--- config.mk ---
export PLATFORM = sky130hd
export DESIGN_NAME = mem_port_arbiter_flat
export DESIGN_NICKNAME = d
export VERILOG_FILES = /design/src/rtl/mem_port_arbiter_if.sv /design/src/rtl/mem_port_arbiter.sv /design/src/flat_wrapper.sv
export SDC_FILE = /design/constraint.sdc
export NUM_CORES = 1
export LEC_CHECK = 0
export ABC_AREA = 1
export CORE_ASPECT_RATIO = 1.2
export CORE_MARGIN = 2
export CORE_UTILIZATION = 40
export DETAILED_ROUTE_END_ITERATION = 10
export HOLD_SLACK_MARGIN = 0.05
export MAX_ROUTING_LAYER = met4
export PLACE_DENSITY = 0.9
export REMOVE_ABC_BUFFERS = 1
export SYNTH_ARGS = -nofsm -noshare
export SYNTH_HDL_FRONTEND = slang
export SYNTH_SLANG_ARGS = --single-unit
--- constraint.sdc ---
create_clock -name clk -period 3.9 [get_ports clk]
set_input_delay 0.585 -clock clk [delete_from_list [all_inputs] [get_ports clk]]
set_output_delay 0.585 -clock clk [all_outputs]
set_load 0.02 [all_outputs]
--- src/rtl/mem_port_arbiter_if.sv ---
// mem_port_arbiter_if -- bundle of the request, memory and pipeline-stall
// signals around the shared memory port arbiter.
//
//   fetch port : f_req, f_addr                         (requester -> arbiter)
//   data port  : d_req, d_we, d_addr, d_wdata          (requester -> arbiter)
//   memory     : mem_ready, mem_rdata                  (memory -> arbiter)
//                mem_req, mem_we, mem_addr, mem_wdata  (arbiter -> memory)
//   status     : mux_sel, f_ack, d_ack, rdata, f_stall, d_stall (arbiter -> pipeline)
//
// The slave modport is the arbiter's view; master is the surrounding
// pipeline/memory view.
interface mem_port_arbiter_if #(
    parameter int ADDR_W = 32
);
    logic              f_req;
    logic [ADDR_W-1:0] f_addr;
    logic              d_req;
    logic              d_we;
    logic [ADDR_W-1:0] d_addr;
    logic [ADDR_W-1:0] d_wdata;
    logic              mem_ready;
    logic [ADDR_W-1:0] mem_rdata;
    logic              mem_req;
    logic              mem_we;
    logic [ADDR_W-1:0] mem_addr;
    logic [ADDR_W-1:0] mem_wdata;
    logic              mux_sel;
    logic              f_ack;
    logic              d_ack;
    logic [ADDR_W-1:0] rdata;
    logic              f_stall;
    logic              d_stall;

    modport slave (
        input  f_req, f_addr, d_req, d_we, d_addr, d_wdata, mem_ready, mem_rdata,
        output mem_req, mem_we, mem_addr, mem_wdata, mux_sel, f_ack, d_ack, rdata,
               f_stall, d_stall
    );

    modport master (
        output f_req, f_addr, d_req, d_we, d_addr, d_wdata, mem_ready, mem_rdata,
        input  mem_req, mem_we, mem_addr, mem_wdata, mux_sel, f_ack, d_ack, rdata,
               f_stall, d_stall
    );
endinterface

--- src/rtl/mem_port_arbiter.sv ---
// mem_port_arbiter -- shares one memory port between an instruction-fetch
// requester and a data requester.
//
// Ports:
//   clk  : clock, all state changes on the rising edge
//   rst  : asynchronous active-high reset
//   bus  : mem_port_arbiter_if.slave (request ports, memory side, stalls)
//
// Data normally wins arbitration. A starvation counter counts data
// completions while fetch is waiting; once it reaches STARVE_LIM the fetch
// port is granted next. Operands are latched on every grant so the memory
// sees stable values while mem_ready is low, whatever the requesters do.
// At a fetch completion the fetch request that was just served is not
// reconsidered; at a data completion a still-high d_req is a new back-to-back
// data request, which is what lets the starvation limit come into play (a
// data requester with nothing further to do drops d_req in its ack cycle).
module mem_port_arbiter #(
    parameter int ADDR_W     = 32,
    parameter int STARVE_LIM = 3
) (
    input  logic                clk,
    input  logic                rst,
    mem_port_arbiter_if.slave   bus
);
    localparam int CNT_W = (STARVE_LIM > 0) ? $clog2(STARVE_LIM + 1) : 1;
    localparam logic [CNT_W-1:0] LIM = CNT_W'(STARVE_LIM);

    typedef enum logic [1:0] {
        IDLE  = 2'd0,
        FETCH = 2'd1,
        DATA  = 2'd2
    } state_t;

    state_t            state_reg, state_next;
    logic [CNT_W-1:0]  starve_cnt_reg, starve_cnt_next;
    logic [ADDR_W-1:0] f_addr_reg;
    logic [ADDR_W-1:0] d_addr_reg;
    logic [ADDR_W-1:0] d_wdata_reg;
    logic              d_we_reg;
    logic              done;
    logic              load;
    logic              f_cand;

    // current access finishes this cycle; mem_ready means nothing in IDLE
    assign done = (state_reg != IDLE) && bus.mem_ready;
    // a grant decision is made whenever the port is free or being freed
    assign load = (state_reg == IDLE) || done;

    // state register, starvation counter and latched operands
    always_ff @(posedge clk or posedge rst) begin
        if (rst) begin
            state_reg      <= IDLE;
            starve_cnt_reg <= '0;
            f_addr_reg     <= '0;
            d_addr_reg     <= '0;
            d_wdata_reg    <= '0;
            d_we_reg       <= 1'b0;
        end else begin
            state_reg      <= state_next;
            starve_cnt_reg <= starve_cnt_next;
            if (load && (state_next == DATA)) begin
                d_addr_reg  <= bus.d_addr;
                d_wdata_reg <= bus.d_wdata;
                d_we_reg    <= bus.d_we;
            end
            if (load && (state_next == FETCH)) begin
                f_addr_reg <= bus.f_addr;
            end
        end
    end

    // starvation counter: only meaningful while fetch is actually waiting
    always_comb begin
        starve_cnt_next = starve_cnt_reg;
        if (!bus.f_req || ((state_reg == FETCH) && done)) begin
            starve_cnt_next = '0;
        end else if ((state_reg == DATA) && done && (starve_cnt_reg != LIM)) begin
            starve_cnt_next = starve_cnt_reg + CNT_W'(1);
        end
    end

    // next state; arbitration uses the counter value including this cycle's
    // data completion, so exactly STARVE_LIM data grants pass a waiting fetch
    always_comb begin
        state_next = state_reg;
        f_cand     = bus.f_req && (state_reg != FETCH);
        if (load) begin
            if (bus.d_req && !(f_cand && (starve_cnt_next == LIM))) begin
                state_next = DATA;
            end else if (f_cand) begin
                state_next = FETCH;
            end else begin
                state_next = IDLE;
            end
        end
    end

    // outputs: decoded from the registered state only, no request-to-mem_req path
    always_comb begin
        bus.mem_req   = (state_reg != IDLE);
        bus.mux_sel   = (state_reg == DATA);
        bus.mem_addr  = (state_reg == DATA) ? d_addr_reg : f_addr_reg;
        bus.mem_we    = (state_reg == DATA) && d_we_reg;
        bus.mem_wdata = d_wdata_reg;
        bus.f_ack     = (state_reg == FETCH) && bus.mem_ready;
        bus.d_ack     = (state_reg == DATA) && bus.mem_ready;
        bus.rdata     = bus.mem_rdata;
        bus.f_stall   = bus.f_req && !((state_reg == FETCH) && bus.mem_ready);
        bus.d_stall   = bus.d_req && !((state_reg == DATA) && bus.mem_ready);
    end
endmodule
--- src/flat_wrapper.sv ---
// flat-port wrapper written by rule: the top's interface ports become plain ports
module mem_port_arbiter_flat 
#(
    parameter int ADDR_W     = 32,
    parameter int STARVE_LIM = 3
)
  (clk, rst, bus_f_req, bus_f_addr, bus_d_req, bus_d_we, bus_d_addr, bus_d_wdata, bus_mem_ready, bus_mem_rdata, bus_mem_req, bus_mem_we, bus_mem_addr, bus_mem_wdata, bus_mux_sel, bus_f_ack, bus_d_ack, bus_rdata, bus_f_stall, bus_d_stall);
  mem_port_arbiter_if #(.ADDR_W(ADDR_W)) bus_i ();
  input  logic clk;
  input  logic rst;
  input wire logic [$bits(bus_i.f_req)-1:0] bus_f_req;
  input wire logic [$bits(bus_i.f_addr)-1:0] bus_f_addr;
  input wire logic [$bits(bus_i.d_req)-1:0] bus_d_req;
  input wire logic [$bits(bus_i.d_we)-1:0] bus_d_we;
  input wire logic [$bits(bus_i.d_addr)-1:0] bus_d_addr;
  input wire logic [$bits(bus_i.d_wdata)-1:0] bus_d_wdata;
  input wire logic [$bits(bus_i.mem_ready)-1:0] bus_mem_ready;
  input wire logic [$bits(bus_i.mem_rdata)-1:0] bus_mem_rdata;
  output wire logic [$bits(bus_i.mem_req)-1:0] bus_mem_req;
  output wire logic [$bits(bus_i.mem_we)-1:0] bus_mem_we;
  output wire logic [$bits(bus_i.mem_addr)-1:0] bus_mem_addr;
  output wire logic [$bits(bus_i.mem_wdata)-1:0] bus_mem_wdata;
  output wire logic [$bits(bus_i.mux_sel)-1:0] bus_mux_sel;
  output wire logic [$bits(bus_i.f_ack)-1:0] bus_f_ack;
  output wire logic [$bits(bus_i.d_ack)-1:0] bus_d_ack;
  output wire logic [$bits(bus_i.rdata)-1:0] bus_rdata;
  output wire logic [$bits(bus_i.f_stall)-1:0] bus_f_stall;
  output wire logic [$bits(bus_i.d_stall)-1:0] bus_d_stall;
  assign bus_i.f_req = bus_f_req;
  assign bus_i.f_addr = bus_f_addr;
  assign bus_i.d_req = bus_d_req;
  assign bus_i.d_we = bus_d_we;
  assign bus_i.d_addr = bus_d_addr;
  assign bus_i.d_wdata = bus_d_wdata;
  assign bus_i.mem_ready = bus_mem_ready;
  assign bus_i.mem_rdata = bus_mem_rdata;
  assign bus_mem_req = bus_i.mem_req;
  assign bus_mem_we = bus_i.mem_we;
  assign bus_mem_addr = bus_i.mem_addr;
  assign bus_mem_wdata = bus_i.mem_wdata;
  assign bus_mux_sel = bus_i.mux_sel;
  assign bus_f_ack = bus_i.f_ack;
  assign bus_d_ack = bus_i.d_ack;
  assign bus_rdata = bus_i.rdata;
  assign bus_f_stall = bus_i.f_stall;
  assign bus_d_stall = bus_i.d_stall;
  mem_port_arbiter #(.ADDR_W(ADDR_W), .STARVE_LIM(STARVE_LIM)) u_core (.clk(clk), .rst(rst), .bus(bus_i));
endmodule
# Word level (Yosys, flattened, before mapping)

Index checks and enable logic that the tools add are counted.

Memories: 0
Bits in latches: 0
Bits of input ports: 134
Register bits after elaboration: 101
Logic and storage cells: 42
Bits in read-only memories: 0
RAM bits: 0

Mux-type cells: 6
Reduce and logical (&&, ||, !) cells: 22
Add/sub/neg operators: 1
Shift-type cells: 0
Order comparisons: 0
Bitwise operators: 0
Multiply operators: 0
Divide/modulo/power cells: 0
Equal/unequal tests: 7

Operators with widths:

| operator                                                                | count |
|---|---|
| 32-bit 2-to-1 mux                                                       | 1 |
| 1-bit logical AND                                                       | 14 |
| 2-bit 2-to-1 mux                                                        | 4 |
| 2-bit == test, second input constant                                    | 3 |
| 2-bit by 1-bit == test with 1-bit output, second input constant         | 2 |
| 1-bit logical NOT                                                       | 4 |
| 2-bit by 1-bit adder with 2-bit output, second input constant           | 1 |
| 2-bit logical NOT                                                       | 1 |
| 1-bit logical OR                                                        | 2 |
| 2-bit by 1-bit inequality test with 1-bit output, second input constant | 1 |
| 2-bit inequality test, second input constant                            | 1 |
| 2-bit nonzero test                                                      | 1 |
| 1-bit 2-to-1 mux                                                        | 1 |

# Longest topological paths before layout

Gate-level depths: netlist of run 1.

Word-level depth: 14
Gate-level depth with buffers: 12
Depth with buffers taken out: 11

# Worst setup path after synthesis of run 1

Ideal clock, no wire load.

Path type: input -> output
Start point: in bus_d_req
End point: out bus_d_stall
Stages: 4
Arrival time: 1.347 ns
Path slack: 1.968 ns
Buffers on the path: 2
Cell sequence: clkbuf_1 > clkbuf_1 > nand2_1 > inv_1

Cells in the longest elaborated chain, start to end: 1

Ends and longest elaborated chain:

| what               | line                    | text |
|---|---|---|
| start: declaration | flat_wrapper.sv:13      | `input wire logic [$bits(bus_i.d_req)-1:0] bus_d_req;` |
| 1-bit logical AND  | mem_port_arbiter.sv:109 | `bus.d_stall = bus.d_req && !((state_reg == DATA) && bus.mem_ready);` |
| end: declaration   | flat_wrapper.sv:28      | `output wire logic [$bits(bus_i.d_stall)-1:0] bus_d_stall;` |

Every way passes these cells.

# Final worst setup path of run 1

Start point: reg u_core.state_reg[1]
End point: out bus_mem_addr[10]

Cells in the longest elaborated chain, start to end: 2

Ends and longest elaborated chain:

| what                     | line                    | text |
|---|---|---|
| start: declaration       | mem_port_arbiter.sv:34  | `state_t state_reg, state_next;` |
| start signal: assignment | mem_port_arbiter.sv:59  | `state_reg <= state_next;` |
| 2-bit == test            | mem_port_arbiter.sv:102 | `bus.mem_addr = (state_reg == DATA) ? d_addr_reg : f_addr_reg;` |
| 32-bit 2-to-1 mux        | mem_port_arbiter.sv:102 |  |
| end: declaration         | flat_wrapper.sv:21      | `output wire logic [$bits(bus_i.mem_addr)-1:0] bus_mem_addr;` |

Every way passes these cells.

==> out/summary.md, run 1 <==
The flow ran to the end, and the final reports show no timing, DRC or antenna violations. The classification of the worst-slack hold path is flip-flop to flip-flop. The post-synthesis compound-gate area fraction is 0.415%, and the multiplexer share of the synthesized area is 0%. In this design, the critical path's most frequently occurring cell is nand2_1. The critical path contains buffers and inverters numbering 4 combined.

Dividing total power by cell area gives a power density of 513 mW/mm². The worst setup path is captured at an output pin. Per report_power, the clock group accounts for 28.5% of the total. Entering global routing, the biggest net connects 66 pins. In the final layout, the share of cells above drive strength 1 is 5.49%. For the final count of hold timing violations, the log shows 0. The congestion estimate from routability-driven global placement came to 0.819. The max-slew violation count is 0, and the final antenna diode count is 0. The logs give 237 for the number of ports placed on the die boundary and 4 for the number of detailed-routing iterations run before antenna repair. Gates resized during post-CTS repair numbered 0. The most used flip-flop cell after synthesis is dfrtp_1. The mean number of vias per cell came out at 5.15.

The tools report the arrival time reported for the critical path endpoint as 2.52 ns. For this run, the slowest stage of the critical path takes 0.63 ns. Net switching is 32.1% of the power.

Startpoint class of the critical path: a flip-flop. The number of violations of the max-capacitance limit came out at 0. Sorting the synthesized cells by area gives the leading types as dfrtp_1 (52%), nand2_1 (23%), nand4_1 (8.8%), buf_4 (5.9%), nand3_1 (3.6%). TritonCTS built the clock tree. The largest total area in the synthesized netlist belongs to dfrtp_1.

A synthesized cell averages 7.98 µm². For the worst setup path, the data required time is 3.31 ns. The wire length on met2 came out at 6750 µm. In this run the top signal layer used is met4. The tools report the global-route wire length before repair as 23,600 µm.

For the peak supply drop, the log shows 0.000260 V. The slowest stage of the critical path belongs to the cell clkdlybuf4s50_1. The clock period could shrink to 3.10 ns. The final worst clock skew is 0.00572 ns, and the setup fix buffers added after clock tree synthesis is 0. The tools report the relative slew slack as 54.1%. The synthesis-stage register bit count works out to 101.

At the pin with the least slew margin, the transition time is 0.688 ns. The cell family contributing the most delay on the critical path is buffers and inverters. The area growth from synthesis to final layout is 39.9%. After synthesis, the netlist uses 18 different library cells. After Yosys synthesis, full adders, half adders and majority gates account for 0.260% of the synthesized area. The run gives 0 as the number of hold-repair buffers added at the cts stage.

The horizontal die dimension works out to 104 µm. After detailed routing, the met3 layer carries 1740 µm of wire. The die covers 0.0129 mm².

The floorplan has 43 rows. In the synthesized netlist, the cells that appear most often are nand2_1 (297), dfrtp_1 (101), nand4_1 (68), buf_4 (38), nand3_1 (35). The initial antenna violation count was 0; the clock slew seen by the registers of the worst setup and hold paths was 0.07 ns. Combinational cells account for 32.0% of the total power. The final layout contains 858 nets. In this run the remaining antenna-violating nets after routing total 0. The clock passes through at most 2 buffers.

The count of buffers from port buffering works out to 172. Cell area after placement: 0.00641 mm². The run gives 0.469 ns as the worst hold margin. After Yosys synthesis, XOR and XNOR cells account for 0% of the synthesized area. The clock root buffer was clkbuf_16. For this block, wires on met1 add up to 6460 µm. The leakage power of the design is 3.35 nW, and the total non-filler cell area in the finished layout is 0.00674 mm². Clock tree synthesis inserted a total of 9 buffers. The switching power of the nets is 1.11 mW. The setup path with the least slack is of type flip-flop to output pin. For this configuration, the core starts out at a cell density of 41.3%. The height of the die was 124 µm; the number of DRC markers in iteration 0 was 245. In this run, synthesis inferred 0 flip-flops with an integrated enable. The run gives 2.35 mW as the cell internal power dissipation. For the via count of the first global-routing pass, the log shows 4,401. Global routing used 23.9% of the available tracks.

Setup repair after global routing left no endpoint under its margin. Sequential cells burn 39.5% of the power. Summing every instance area after synthesis gives 0.00482 mm².

In the post-synthesis netlist, the cell with the most instances is nand2_1. The clock reaches the later pin of the worst-skew pair after 0.34 ns. After synthesis, flip-flops and latches occupy 52.4% of the total area.

After routing, the total negative slack on setup checks comes to 0 ns. The clock net in this run drives a total of 101 sinks. The tools report the final count of negative-setup-slack endpoints as 0. The tools report the total detailed-routing wirelength as 15,200 µm. The final routed DRC violation total is 0. The main combinational cell family by area after synthesis was simple AND/OR/NAND/NOR gates.

The run gives 322 MHz as the upper clock frequency limit. Dividing the final minimum period by the clock period gives 79.5%. After synthesis, the largest area contributor takes up 52.4% of total cell area. The region available for standard cell placement spans 0.0117 mm². Summed over all layers, the global routing overflow is 0. The clock tree synthesis step divided the H-tree into 3 levels. The post-detailed-placement half-perimeter wirelength was 10,500 µm; the highest fanout seen on the critical path was 19.

The number of cells produced by synthesis was 604; the fraction of synthesis flops using an asynchronous set or reset pin was 100%. The run gives 0 as the yosys synthesis warning count. The critical path goes through inv_2, nor2_4, inv_1, buf_4, nand2_1, nand2_1, clkdlybuf4s50_1. After detailed routing, the average wire length per cell comes to 17.2 µm. The routed layout has 4,560 vias.

Simple-gate share of the synthesized area: 36.7%.
[cell type report]
cell class | count | area (µm²)
clock inverters | 5 | 82.6
flip-flops and latches | 101 | 2530
fillers | 1026 | 4930
multi-input cells | 415 | 1820
well taps | 157 | 196
repair buffers | 183 | 1810
clock buffers | 11 | 253
inverters | 13 | 51.3
[placed cells by master, fill, tap and decap left out]
cell / n
nand3_2: 1
clkinv_2: 1
dfrtp_1: 101
inv_4: 1
inv_2: 3
nor2_1: 5
buf_2: 1
nand2_2: 4
bufinv_16: 2
o21ai_1: 1
o21ai_0: 2
inv_1: 9
nor2_4: 1
buf_4: 10
nand2_1: 296
nand4_1: 68
ha_1: 1
clkdlybuf4s50_1: 171
buf_12: 1
clkbuf_16: 9
a21oi_4: 1
clkbuf_8: 2
nand3_1: 34
clkinv_4: 2
nor2_2: 1
[metal layers]
| layer | vias up | GRT usage, % |
|---|---|---|
| met1 | 2160 | 29.9 |
| met5 | - | - |
| li1 | 2153 | - |
| met4 | 0 | 6.84 |
| met3 | 20 | 11.4 |
| met2 | 227 | 34.6 |
[power groups by stage]
| stage | clock (mW) | combinational, mW | sequential, mW |
|---|---|---|---|
| after floorplan | 0 | 0.492 | 1.43 |
| after global placement | 0 | 1.09 | 1.37 |
| after detailed placement | 0 | 1.11 | 1.38 |
| after CTS | 1.01 | 1.12 | 1.36 |
| after global routing | 1.05 | 1.20 | 1.39 |
| final | 0.985 | 1.11 | 1.37 |
[cell families (layout without fill, tap and decap cells)]
logic type / after synthesis / after routing
and+or+nand+nor: 410 / 410
DFF: 101 / 101
buffers and inverters: 88 / 212
AOI/OAI and AO/OA: 4 / 4
adders and majority gates: 1 / 1
[tightest hold or removal path, stage by stage (launching register included)]
cell and delay, ns:
dfrtp_1 0.34, nand2_1 0.05, nand2_1 0.05
[through the flow]
stage          power, mW  util [%]  setup WS, ns  std cells
2_1_floorplan       1.92         -         0.253        529
3_3_place_gp        2.46      54.9          1.17        869
3_5_place_dp        2.49      54.9          1.08        869
4_1_cts             3.49      57.8         0.794        885
5_1_grt             3.64      57.8         0.687        885
6_report            3.46      57.8         0.798        885
[path summary, 6_finish.rpt]
kind                       slack, ns  depth (start not counted)                                    to                                  from
min                             0.47                          2  u_core.bus.mem_wdata[12]$_DFFE_PP0P_  u_core.bus.mem_wdata[12]$_DFFE_PP0P_
max in group asynchronous       2.43                          3     u_core.d_addr_reg[19]$_DFFE_PP0P_                                   rst
min in group asynchronous       0.68                          2  u_core.bus.mem_wdata[22]$_DFFE_PP0P_                                   rst
max                             0.80                          7                      bus_mem_addr[10]         u_core.state_reg[1]$_DFF_PP0_
min reg2reg                     0.47                          2  u_core.bus.mem_wdata[12]$_DFFE_PP0P_  u_core.bus.mem_wdata[12]$_DFFE_PP0P_
max reg2reg                     1.37                         10         u_core.state_reg[0]$_DFF_PP0_         u_core.state_reg[1]$_DFF_PP0_
Power figures use the tool's default switching activity.
==> inputs of run 2 (changes only) <==
--- a/config.mk
+++ b/config.mk
@@ -8,11 +8,11 @@
 export ABC_AREA = 1
 export CORE_ASPECT_RATIO = 1.2
 export CORE_MARGIN = 2
-export CORE_UTILIZATION = 40
+export CORE_UTILIZATION = 37
 export DETAILED_ROUTE_END_ITERATION = 10
 export HOLD_SLACK_MARGIN = 0.05
 export MAX_ROUTING_LAYER = met4
-export PLACE_DENSITY = 0.9
+export PLACE_DENSITY = 0.87
 export REMOVE_ABC_BUFFERS = 1
 export SYNTH_ARGS = -nofsm -noshare
 export SYNTH_HDL_FRONTEND = slang
==> constraint.sdc (replaced) <==
create_clock -name clk -period 2.51 [get_ports clk]
set_input_delay 0.3765 -clock clk [delete_from_list [all_inputs] [get_ports clk]]
set_output_delay 0.3765 -clock clk [all_outputs]
set_load 0.02 [all_outputs]
==> run 2 against run 1 <==
Worst hold slack lost 0.039 ns. Die area grew 7.8%. Sequential power grew 55%. Critical path depth is the same. Critical endpoint is now bus_mem_addr[24]. Largest power group unchanged. Sequential cell count is the same. Clock power grew 44%. Utilization shrank 3.8 points. Setup slack lost 0.71 ns.
==> out/summary.md, run 2 (synthesis results as in run 1) <==
The flow ran to the end, and the final reports show no timing, DRC or antenna violations. The kind of cell adding the most delay to the critical path was buffers and inverters (unchanged). The slew at the pin with the worst max-slew slack came out at 0.474 ns (was 0.688 ns).

The final count of negative-setup-slack endpoints was 0 (unchanged). For the number of clock buffers inserted by TritonCTS, the log shows 9 (unchanged). The tools report the total negative setup slack as 0 ns (unchanged).

The post-detailed-placement half-perimeter wirelength was 10,800 µm (was 10,500 µm); the setup fix buffers added after clock tree synthesis was 0 (unchanged). The tools report the number of ports placed on the die boundary as 237 (unchanged). Critical path's most frequent cell: nand2_1 (unchanged). The clock root buffer is clkbuf_16 (unchanged). The total of fill cells in the finished design is 1,144 (was 1,026). The layout cell share with drive strength beyond 1 came out at 6.65% (was 5.49%).

The final critical path takes up 96.6% of the cycle. The area growth from synthesis to final layout was 41.9% (was 39.9%); the max-slew violation count was 0 (unchanged). The switching share of total power came out at 33.1% (was 32.1%). Minimum period implied by the final worst setup slack: 2.43 ns. The level count of the clock H-tree was 3 (unchanged); the number of hold-repair buffers added at the cts stage was 0 (unchanged). The most common library cell in the layout ignoring fill and taps was nand2_1 (unchanged).

The average detailed-routed wire length per instance is 17.2 µm (about the same), and the upper clock frequency limit is 412 MHz. The total track usage was 23.1% (was 23.9%). The initial standard-cell utilization of the core was 38.0% (was 41.3%); the end-of-flow core utilization was 54.0% (was 57.8%). The number of DRC markers in iteration 0 came out at 239 (was 245).

The number of placement rows was 45 (was 43). The global-route wire length before repair was 23,900 µm (was 23,600 µm). Endpoint type of the worst setup path: an output pin (unchanged). The peak per-stage delay on the critical path was 0.60 ns (was 0.63 ns); the leftover overflow at the end of global routing was 0 (unchanged). The tools report the total detailed-routing wirelength as 15,500 µm (was 15,200 µm).

The mean number of vias per cell works out to 5.08 (was 5.15). Die area: 0.0140 mm² (was 0.0129 mm²). The part of the power in registers came out at 40.1% (was 39.5%). For the final routed DRC violation total, the log shows 0 (unchanged).

The cell internal power dissipation is 3.53 mW (was 2.35 mW), and the total power divided by cell area is 772 mW/mm² (was 513 mW/mm²). The run gives 101 (unchanged) as the clock sink total. The tools report the worst endpoint required time as 2.13 ns (was 3.31 ns). For the arrival time reported for the critical path endpoint, the log shows 2.05 ns (was 2.52 ns). Number of detailed-routing iterations run before antenna repair: 4 (unchanged).

The combinational share of power is 32.9% (was 32.0%). Final worst clock skew: 0.00831 ns (was 0.00572 ns). Highest-count cells in the layout ignoring fill and taps: nand2_1 (296), clkdlybuf4s50_1 (157), dfrtp_1 (100) (was nand2_1 (296), clkdlybuf4s50_1 (171), dfrtp_1 (101)). The horizontal die dimension was 108 µm (was 104 µm); the net count reported at finish was 867 (was 858). Highest fanout seen on the critical path: 19 (unchanged). Classification of the worst-slack hold path: input port to async pin (was flip-flop to flip-flop). The critical path class was flip-flop to output pin (unchanged). The via count of the first global-routing pass was 4,462 (was 4,401); the peak supply drop was 0.000388 V (was 0.000260 V).

The slowest cell on the critical path was clkdlybuf4s50_1 (unchanged). For the total number of vias, the log shows 4,580 (was 4,560). The deepest clock path buffer count was 2 (unchanged). The count of buffers from port buffering came out at 172 (unchanged). Startpoint class of the critical path: a flip-flop (unchanged).

Leakage power of the design: 3.55 nW (was 3.35 nW). The total power was 5.28 mW (was 3.46 mW); the relative slew slack was 68.1% (was 54.1%). The final antenna diode count is 0 (unchanged), and the worst-skew pair later-pin latency is 0.34 ns (about the same).

Initial antenna violation count: 0 (unchanged). The clock slew seen by the registers of the worst setup and hold paths was 0.07 ns (about the same). The switching power of the nets came out at 1.75 mW (was 1.11 mW).

Ordered list of cells on the worst path: inv_2, nor2_4, inv_1, buf_4, nand2_1, nand2_1, clkdlybuf4s50_1 (unchanged). The run gives 0.0127 mm² (was 0.0117 mm²) as the core area. Setup repair after global routing could not meet its margin everywhere. The weighted congestion reported at the end of routability-driven placement was 0.796 (was 0.819); the final count of hold timing violations was 0 (unchanged).

TritonCTS built the clock tree. The tools report the number of nets still failing antenna checks after routing as 0 (unchanged). The number of violations of the max-capacitance limit was 0 (unchanged); the sum of buffers and inverters on the critical path was 4 (unchanged).

The fraction of power consumed by the clock network was 26.9% (was 28.5%); the maximum number of pins on one net before global-route repair was 50 (was 66). Height of the die: 129 µm (was 124 µm).
==> run 2: cell types whose count changed in the layout (fill, tap and decap cells not counted), moves of 2 or more <==
cell             delta
buf_4               +7
dlymetal6s2s_1     +14
clkinv_4            -2
clkinvlp_4          +2
clkdlybuf4s50_1    -14
==> run 2: area by class of cell <==
class                   count  area, µm²  share of cell area [%]
inverters                  13       51.3                   0.750
clock inverters             5       58.8                   0.860
well taps                 164        205                    3.00
repair buffers            192       1930                    28.2
clock buffers              11        243                    3.55
flip-flops and latches    101       2530                    37.0
multi-input cells         415       1820                    26.6
==> run 2: worst paths after layout <==
check	startpoint	to	slack, ns	depth (start not counted)
max	u_core.state_reg[1]$_DFF_PP0_	bus_mem_addr[24]	0.08	7
min	rst	u_core.bus.mem_wdata[30]$_DFFE_PP0P_	0.43	2
max reg2reg	u_core.state_reg[1]$_DFF_PP0_	u_core.bus.mem_wdata[10]$_DFFE_PP0P_	0.55	10
min reg2reg	u_core.d_addr_reg[23]$_DFFE_PP0P_	u_core.d_addr_reg[23]$_DFFE_PP0P_	0.47	2
max in group asynchronous	rst	u_core.state_reg[1]$_DFF_PP0_	1.45	3
min in group clk	u_core.d_addr_reg[23]$_DFFE_PP0P_	u_core.d_addr_reg[23]$_DFFE_PP0P_	0.47	2
==> run 2: worst reg2reg max path, delay by kind of cell, from the launching register on <==
kind                   cells  cell delay [ns]
flip-flops                 1             0.44
AND/OR/NAND/NOR            7             0.78
buffers and inverters      3             0.67
==> run 2: layer usage <==
metal | vias to the layer above | part of all wire (%) | track usage (%)
li1 | 2170 | - | -
met1 | 2170 | 43 | 29.9
met2 | 223 | 45 | 33.0
met3 | 17 | 11 | 9.91
met4 | 0 | 1.2 | 7.32
met5 | - | 0 | -
==> run 2: per-stage QoR <==
| step | instance area (µm²) | hold WS (ns) | setup WS [ns] | std cells |
|---|---|---|---|---|
| 2_1_floorplan | 4380 | 0.442 | -1.14 | 529 |
| 6_report | 6840 | 0.430 | 0.0843 | 901 |
| 5_1_grt | 6840 | 0.469 | -0.0237 | 901 |
| 4_1_cts | 6800 | 0.442 | 0.00442 | 901 |
| 3_5_place_dp | 6500 | 0.459 | 0.237 | 885 |
| 3_3_place_gp | 6500 | 0.452 | 0.264 | 885 |
==> run 2: power by group through the flow <==
stage	combinational [mW]	clock [mW]	sequential, mW
floorplan	0.765	0	2.22
global placement	1.73	0	2.13
detailed placement	1.77	0	2.14
CTS	1.77	1.46	2.11
global route	1.90	1.53	2.15
finish	1.74	1.42	2.12
==> run 2: what timing repair did <==
action | in CTS | in global routing
gates resized for setup | 0 | 16
endpoints found under the setup margin | 0 | 29
endpoints found under the hold margin | 0 | 0
